==> config.mk <==
export PLATFORM = sky130hd
export DESIGN_NAME = register_bank_flat
export DESIGN_NICKNAME = d
export VERILOG_FILES = /design/src/rtl/register_bank_if.sv /design/src/rtl/register_bank.sv /design/src/flat_wrapper.sv
export SDC_FILE = /design/constraint.sdc
export NUM_CORES = 1
export LEC_CHECK = 0
export ABC_AREA = 0
export ABC_CLOCK_PERIOD_IN_PS = 4500
export BUFFER_PORTS_ARGS = -buffer_cell sky130_fd_sc_hd__buf_4
export CELL_PAD_IN_SITES_DETAIL_PLACEMENT = 1
export CELL_PAD_IN_SITES_GLOBAL_PLACEMENT = 1
export CORE_ASPECT_RATIO = 1.2
export CORE_UTILIZATION = 30
export CTS_CLUSTER_DIAMETER = 80
export CTS_CLUSTER_SIZE = 24
export DETAILED_ROUTE_END_ITERATION = 10
export PLACE_DENSITY_LB_ADDON = 0.2
export RECOVER_POWER = 25
export SETUP_SLACK_MARGIN = 0.02
export SLEW_MARGIN = 10
export SYNTH_ARGS = -nofsm -noshare
export SYNTH_HDL_FRONTEND = slang
export SYNTH_SLANG_ARGS = --single-unit
==> constraint.sdc <==
create_clock -name Clock -period 4.5 [get_ports Clock]
set_clock_uncertainty 0.2 [all_clocks]
set_input_delay 0 -clock Clock [delete_from_list [all_inputs] [get_ports Clock]]
set_output_delay 0 -clock Clock [all_outputs]
set_load 0.01 [all_outputs]
==> src/rtl/register_bank_if.sv <==
// Bus bundle between the CPU datapath and the register bank.
// It carries the result-bus write side, the two operand read ports and the status flags.
interface register_bank_if #(
    parameter int WIDTH  = 8,
    parameter int ADDR_W = 2
);
    logic [WIDTH-1:0]  CBus;
    logic              Write;
    logic [ADDR_W-1:0] WriteAddr;
    logic [1:0]        WriteMode;
    logic [ADDR_W-1:0] ReadAddrA;
    logic [ADDR_W-1:0] ReadAddrB;
    logic [WIDTH-1:0]  ABus;
    logic [WIDTH-1:0]  BBus;
    logic              Wrap;
    logic              ZeroA;

    modport master (
        output CBus, Write, WriteAddr, WriteMode, ReadAddrA, ReadAddrB,
        input  ABus, BBus, Wrap, ZeroA
    );

    modport slave (
        input  CBus, Write, WriteAddr, WriteMode, ReadAddrA, ReadAddrB,
        output ABus, BBus, Wrap, ZeroA
    );
endinterface

==> src/rtl/register_bank.sv <==
// General-purpose register bank: one addressed load/clear/inc/dec per cycle,
// two combinational read ports and a registered wrap flag.
module register_bank #(
    parameter int               WIDTH       = 8,
    parameter int               NUM_REGS    = 4,
    parameter int               ADDR_W      = $clog2(NUM_REGS),
    parameter logic [WIDTH-1:0] RESET_VALUE = '0
) (
    input logic            Clock,
    input logic            Reset,
    register_bank_if.slave bus
);
    typedef enum logic [1:0] {
        MODE_LOAD  = 2'b00,
        MODE_CLEAR = 2'b01,
        MODE_INC   = 2'b10,
        MODE_DEC   = 2'b11
    } mode_e;

    logic [WIDTH-1:0] regs_q [NUM_REGS];
    logic [WIDTH-1:0] regs_d [NUM_REGS];
    logic             wrap_q;
    logic             wrap_d;
    logic [WIDTH-1:0] a_bus;
    logic [WIDTH-1:0] b_bus;

    // Address decode by comparison, so unmatched addresses fall through untouched.
    always_comb begin
        regs_d = regs_q;
        wrap_d = wrap_q;
        if (bus.Write) begin
            wrap_d = 1'b0;
            for (int i = 0; i < NUM_REGS; i++) begin
                if (bus.WriteAddr == ADDR_W'(i)) begin
                    unique case (mode_e'(bus.WriteMode))
                        MODE_LOAD:  regs_d[i] = bus.CBus;
                        MODE_CLEAR: regs_d[i] = '0;
                        MODE_INC: begin
                            regs_d[i] = regs_q[i] + WIDTH'(1);
                            wrap_d    = &regs_q[i];
                        end
                        MODE_DEC: begin
                            regs_d[i] = regs_q[i] - WIDTH'(1);
                            wrap_d    = ~|regs_q[i];
                        end
                    endcase
                end
            end
        end
    end

    always_comb begin
        a_bus = '0;
        b_bus = '0;
        for (int i = 0; i < NUM_REGS; i++) begin
            if (bus.ReadAddrA == ADDR_W'(i)) a_bus = regs_q[i];
            if (bus.ReadAddrB == ADDR_W'(i)) b_bus = regs_q[i];
        end
    end

    always_ff @(posedge Clock) begin
        if (Reset) begin
            for (int i = 0; i < NUM_REGS; i++) regs_q[i] <= RESET_VALUE;
            wrap_q <= 1'b0;
        end else begin
            regs_q <= regs_d;
            wrap_q <= wrap_d;
        end
    end

    assign bus.ABus  = a_bus;
    assign bus.BBus  = b_bus;
    assign bus.Wrap  = wrap_q;
    assign bus.ZeroA = (a_bus == '0);
endmodule

==> src/flat_wrapper.sv <==
// flat-port wrapper written by rule: the top's interface ports become plain ports
module register_bank_flat 
#(
    parameter int               WIDTH       = 8,
    parameter int               NUM_REGS    = 4,
    parameter int               ADDR_W      = $clog2(NUM_REGS),
    parameter logic [WIDTH-1:0] RESET_VALUE = '0
)
  (Clock, Reset, bus_CBus, bus_Write, bus_WriteAddr, bus_WriteMode, bus_ReadAddrA, bus_ReadAddrB, bus_ABus, bus_BBus, bus_Wrap, bus_ZeroA);
  register_bank_if #(.WIDTH(WIDTH), .ADDR_W(ADDR_W)) bus_i ();
  input logic Clock;
  input logic Reset;
  input wire logic [$bits(bus_i.CBus)-1:0] bus_CBus;
  input wire logic [$bits(bus_i.Write)-1:0] bus_Write;
  input wire logic [$bits(bus_i.WriteAddr)-1:0] bus_WriteAddr;
  input wire logic [$bits(bus_i.WriteMode)-1:0] bus_WriteMode;
  input wire logic [$bits(bus_i.ReadAddrA)-1:0] bus_ReadAddrA;
  input wire logic [$bits(bus_i.ReadAddrB)-1:0] bus_ReadAddrB;
  output wire logic [$bits(bus_i.ABus)-1:0] bus_ABus;
  output wire logic [$bits(bus_i.BBus)-1:0] bus_BBus;
  output wire logic [$bits(bus_i.Wrap)-1:0] bus_Wrap;
  output wire logic [$bits(bus_i.ZeroA)-1:0] bus_ZeroA;
  assign bus_i.CBus = bus_CBus;
  assign bus_i.Write = bus_Write;
  assign bus_i.WriteAddr = bus_WriteAddr;
  assign bus_i.WriteMode = bus_WriteMode;
  assign bus_i.ReadAddrA = bus_ReadAddrA;
  assign bus_i.ReadAddrB = bus_ReadAddrB;
  assign bus_ABus = bus_i.ABus;
  assign bus_BBus = bus_i.BBus;
  assign bus_Wrap = bus_i.Wrap;
  assign bus_ZeroA = bus_i.ZeroA;
  register_bank #(.WIDTH(WIDTH), .NUM_REGS(NUM_REGS), .ADDR_W(ADDR_W), .RESET_VALUE(RESET_VALUE)) u_core (.Clock(Clock), .Reset(Reset), .bus(bus_i));
endmodule
# After elaboration in Yosys (flattened, before gate mapping)
# Cells that the tools add are included.
# classes
n_addsub	8
n_eq_ne	12
mux	20
n_reduce_logical	21
# op_table
operator	count
case mux 8 bit (4 select lines)	4
2-to-1 mux 8 bit	8
adder 8 x 1 -> 8 bit, second input constant	4
AND reduction 8 bit	4
OR reduction 8 bit	4
subtractor 8 x 1 -> 8 bit, second input constant	4
equality test 2 bit, second input constant	8
equality test 2 x 1 -> 1 bit, second input constant	4
zero test 2 bit	4
zero test 8 bit	1
case mux 1 bit (2 select lines)	4
AND reduction 2 bit	4
zero test 1 bit	4
2-to-1 mux 1 bit	4
# word_totals
regBits	33
input_bits	19

# Logic depth before layout (Yosys ltp)
# logic_depth
word_depth	10
depth_mapped	9
depth_no_buf	8

# Least setup slack after synthesis
# OpenSTA, ideal clock, no wires.
# synth_path
path_kind	input -> register
start	input bus_WriteMode[1]
end	register u_core.regs_q[6] (netlist name)
setup_ns	0.086
arrival_ns	2.087
setup_slack_ns	2.128
stages	9
n_path_buf	1
path_cell_list	buf_2 > nand2_1 > inv_2 > ha_1 > o21ai_1 > a21oi_1 > or4_1 > and3_1 > a211oi_1
# synth_via
elab_chain_len	2
word_cells_on_any_way	5
# synth_lines
item	line	source
from (decl)	flat_wrapper.sv:16	input wire logic [$bits(bus_i.WriteMode)-1:0] bus_WriteMode;
equality test 2 bit, or another cell as far along	register_bank.sv:35	unique case (mode_e'(bus.WriteMode))
case mux 8 bit (4 select lines) (*)	register_bank.sv:35	
to (signal assigned)	register_bank.sv:66	regs_q <= regs_d;
to (decl)	register_bank.sv:20	logic [WIDTH-1:0] regs_q [NUM_REGS];
# Every way passes the cells marked *; elsewhere a longest branch is shown, timed or not.
# A chain may end at the register's enable or synchronous reset.

# Final worst setup path
# layout_path
start	input bus_WriteMode[1]
end	register u_core.regs_q[15] (netlist name)
# The elaborated chain is that of the path after synthesis.

==> impl_metrics.csv <==
group,metric,value,unit
pwr,power_leakage,1.401,nW
route,drc,0,
die,io_pins,37,
clock_tree,cts_resized,0,
place,io_buffers,36,
setup_path,cp-start-kind,"primary input",
global_routing,grt_use_met2,0.3838,
route,wire_per_inst,21.64,um
die,rows,40,
logic_synthesis,avgSynthCellArea,8.331,um2
outcome,violations,"negative hold slack",
global_routing,grt_util_met3,0.01926,
cells_and_area,fill_cells,1233,
setup_path,worstPathRequired,4.49,ns
die,die_y,114.7,um
timing,grt_setup_unrepaired,"false",
logic_synthesis,synth_ff_type,"dfxtp_1",
cells_and_area,seq_area,660.6,um2
die,core,0.01016,mm2
clock_tree,clock_latency,0.29,ns
global_routing,grt_max_degree,44,
logic_synthesis,synth-simple-area-share,0.2227,
place,dp_cells,523,
timing,whs,-0.006987,ns
timing,tightest_slew,0.7400,ns
clock_tree,clock-root-buffer,"clkbuf_16",
global_routing,grt_pass1_vias,3257,
timing,finalSetupViolCount,0,
hold_path,holdCritPathClass,"in -> reg",
outcome,run_status,"finished, violations left",
global_routing,grt.met1_usage,0.3155,
logic_synthesis,synth-edff-count,0,
clock_tree,postCtsSetupRepairBufs,0,
setup_path,path_class,"in -> reg",
pwr,peakVddDrop,0.1266,mV
clock_tree,clkSlewWorstSetupHoldPaths,0.06,ns
place,gp_congestion,0.8620,
clock_tree,cts_tree,"built",
logic_synthesis,synth_top_family_by_area,"compound AO/OA/AOI/OAI gates",
setup_path,reg2reg_from,"u_core.regs_q[0]",
timing,slew_headroom,0.5062,
logic_synthesis,synth.area.top_cells,"dfxtp_1 (21%), mux4_2 (9.9%), ha_1 (9.5%)",
clock_tree,htree_levels,2,
global_routing,busiest_layer,"met2",
logic_synthesis,yosysMostFrequentCell,"nor2_1",
logic_synthesis,yosysTopAreaCell,"dfxtp_1",
timing,max_freq,355.8,MHz
hold_path,min_from,"bus_WriteAddr[0]",
logic_synthesis,synthMuxAreaShare,0.1222,
timing,final-max-slew-violation-count,0,
route,firstDrtPassIters,4,
global_routing,grt_overflow,0,
cells_and_area,area.growth.synth_to_final,16.24,%
logic_synthesis,synthCells,381,
logic_synthesis,synth_cell_types,48,
timing,post-route-period-util,0.6247,
route,wl,11620,um
route,detailroute.via_count,3190,
logic_synthesis,syn_nets,428,
logic_synthesis,netlist.area_leader.share,0.2081,
die,initial_utilization,0.3124,
logic_synthesis,synthAdderAreaFrac,0.1198,
setup_path,cp_data_arrival_time,2.80,ns
route,drtAntennaViolNets,0,
logic_synthesis,synth_common_cells,"nor2_1 (41), dfxtp_1 (33), nand2_1 (31)",
clock_tree,clock_path_buffers,2,
clock_tree,cts_buffers,5,
cells_and_area,multiInputGateArea,0.002350,mm2
cells_and_area,num_antenna_cells,0,
die,die_area,0.01100,mm2
logic_synthesis,async_reset_ff_frac,0,
timing,period_needed,2.811,ns
global_routing,grt_first_pass_wirelength,18490,um
logic_synthesis,ys_seq_elements,33,
die,die_w,95.90,um
cells_and_area,fin_nets,457,
setup_path,endpoint_kind,"flip-flop",
cells_and_area,instances_no_fill,537,
timing,hold_viol,1,
logic_synthesis,synth_area,0.003174,mm2
timing,fin_setup_tns,0,ns
setup_path,crit_path_max_fanout,43,
job,cap_viol_max_count,0,
logic_synthesis,seq_area_frac_synth,0.2081,
pwr,powerDensity,264.8,mW/mm2
logic_synthesis,synth_compound_area_frac,0.2306,
route,drt_iter0_markers,150,
global_routing,grt_use_total,0.2283,
route,vias_per_cell,5.940,
clock_tree,cts_sinks,33,
cells_and_area,drive_gt1_frac,0.1241,
cells_and_area,final_util,0.3632,
logic_synthesis,synth_warnings,0,
logic_synthesis,synth_xor_area_frac,0.04415,
setup_path,crit_path_start,"bus_WriteMode[1]",
place,post-dp-hpwl,8501,um
global_routing,antenna_found_initial,0,
==> worst paths after layout <==
| kind | end | slack, ns | cells after the start |
|---|---|---|---|
| max | u_core.regs_q[15] | 1.69 | 10 |
| min | u_core.regs_q[14] | -0.007 | 3 |
| max reg2reg | u_core.regs_q[6] | 2.20 | 7 |
| min reg2reg | u_core.regs_q[21] | 0.39 | 2 |
==> through the flow <==
stage,setup slack (ns),total power [mW],area (um2)
finish,1.689,0.9771,3690
global route,1.395,1.021,3690
CTS,1.728,0.9869,3729
detailed placement,1.431,0.6034,3511
global placement,1.546,0.5979,3511
floorplan,2.128,0.5110,3174
==> critical path: stages <==
cell	delay (ns)
buf_4	0.39
nand2_1	0.30
inv_2	0.49
buf_4	0.29
ha_1	0.27
a211oi_1	0.32
o21ai_0	0.17
a21oi_1	0.18
xnor2_1	0.09
a311oi_1	0.29
==> cell families (layout without fill, tap and decap cells) <==
logic type	after synthesis	after routing
compound gates	105	105
xor+xnor	16	16
fa+ha+maj	28	28
buf+inv	38	68
flops	33	33
mux	18	18
simple gates	143	143
==> flip-flops by register name (all words and copies together) (netlist names) <==
register / cells
u_core.regs_q: 32
u_core.bus.Wrap: 1
==> where the power goes <==
part	total, mW	leakage, nW	internal (mW)	switching, mW
clock network	0.380	0.0799	0.235	0.145
registers	0.339	0.270	0.307	0.0317
logic	0.258	1.05	0.115	0.144
==> metal layers <==
metal / routed length, um / part of all wire / vias up
met5: 0 / 0 / -
met4: 90 / 0.0077 / 0
met1: 5339 / 0.46 / 1588
met3: 494 / 0.043 / 6
li1: - / - / 1522
met2: 5699 / 0.49 / 74
==> cell type report <==
type	instances	area share
well taps	126	0.04273
clock buffers	7	0.04137
inverters	16	0.01628
clock inverters	1	0.001356
multi-input cells	310	0.6368
repair buffers	44	0.08240
flip-flops and latches	33	0.1790
==> placed cells by master, fill, tap and decap left out, types with 4 or more instances in the layout <==
cell and count:
nor2_1 40, ha_1 24, or4_1 4, a21o_1 4, buf_4 27, clkbuf_16 5
fa_1 4, inv_1 15, clkbuf_1 11, xnor2_1 11, a211oi_1 8, nor3_1 10
o22ai_1 6, nand3_1 11, a311oi_1 21, a21oi_1 21, o21bai_1 6, nor4_1 10
dfxtp_1 33, dlygate4sd3_1 6, mux4_2 14, nand2_1 31, nor2b_1 5, o2111ai_1 4
nand2b_1 10, o21ai_0 12, nand3b_1 4, nand4_1 9, o31ai_1 5, xor2_1 5
==> repair_timing <==
action                                  4_1_cts  5_1_grt
hold buffers                                  6        0
hold endpoints to repair                     14        0
endpoints found under the setup margin        0        0
(Power assumes the default switching activity.)
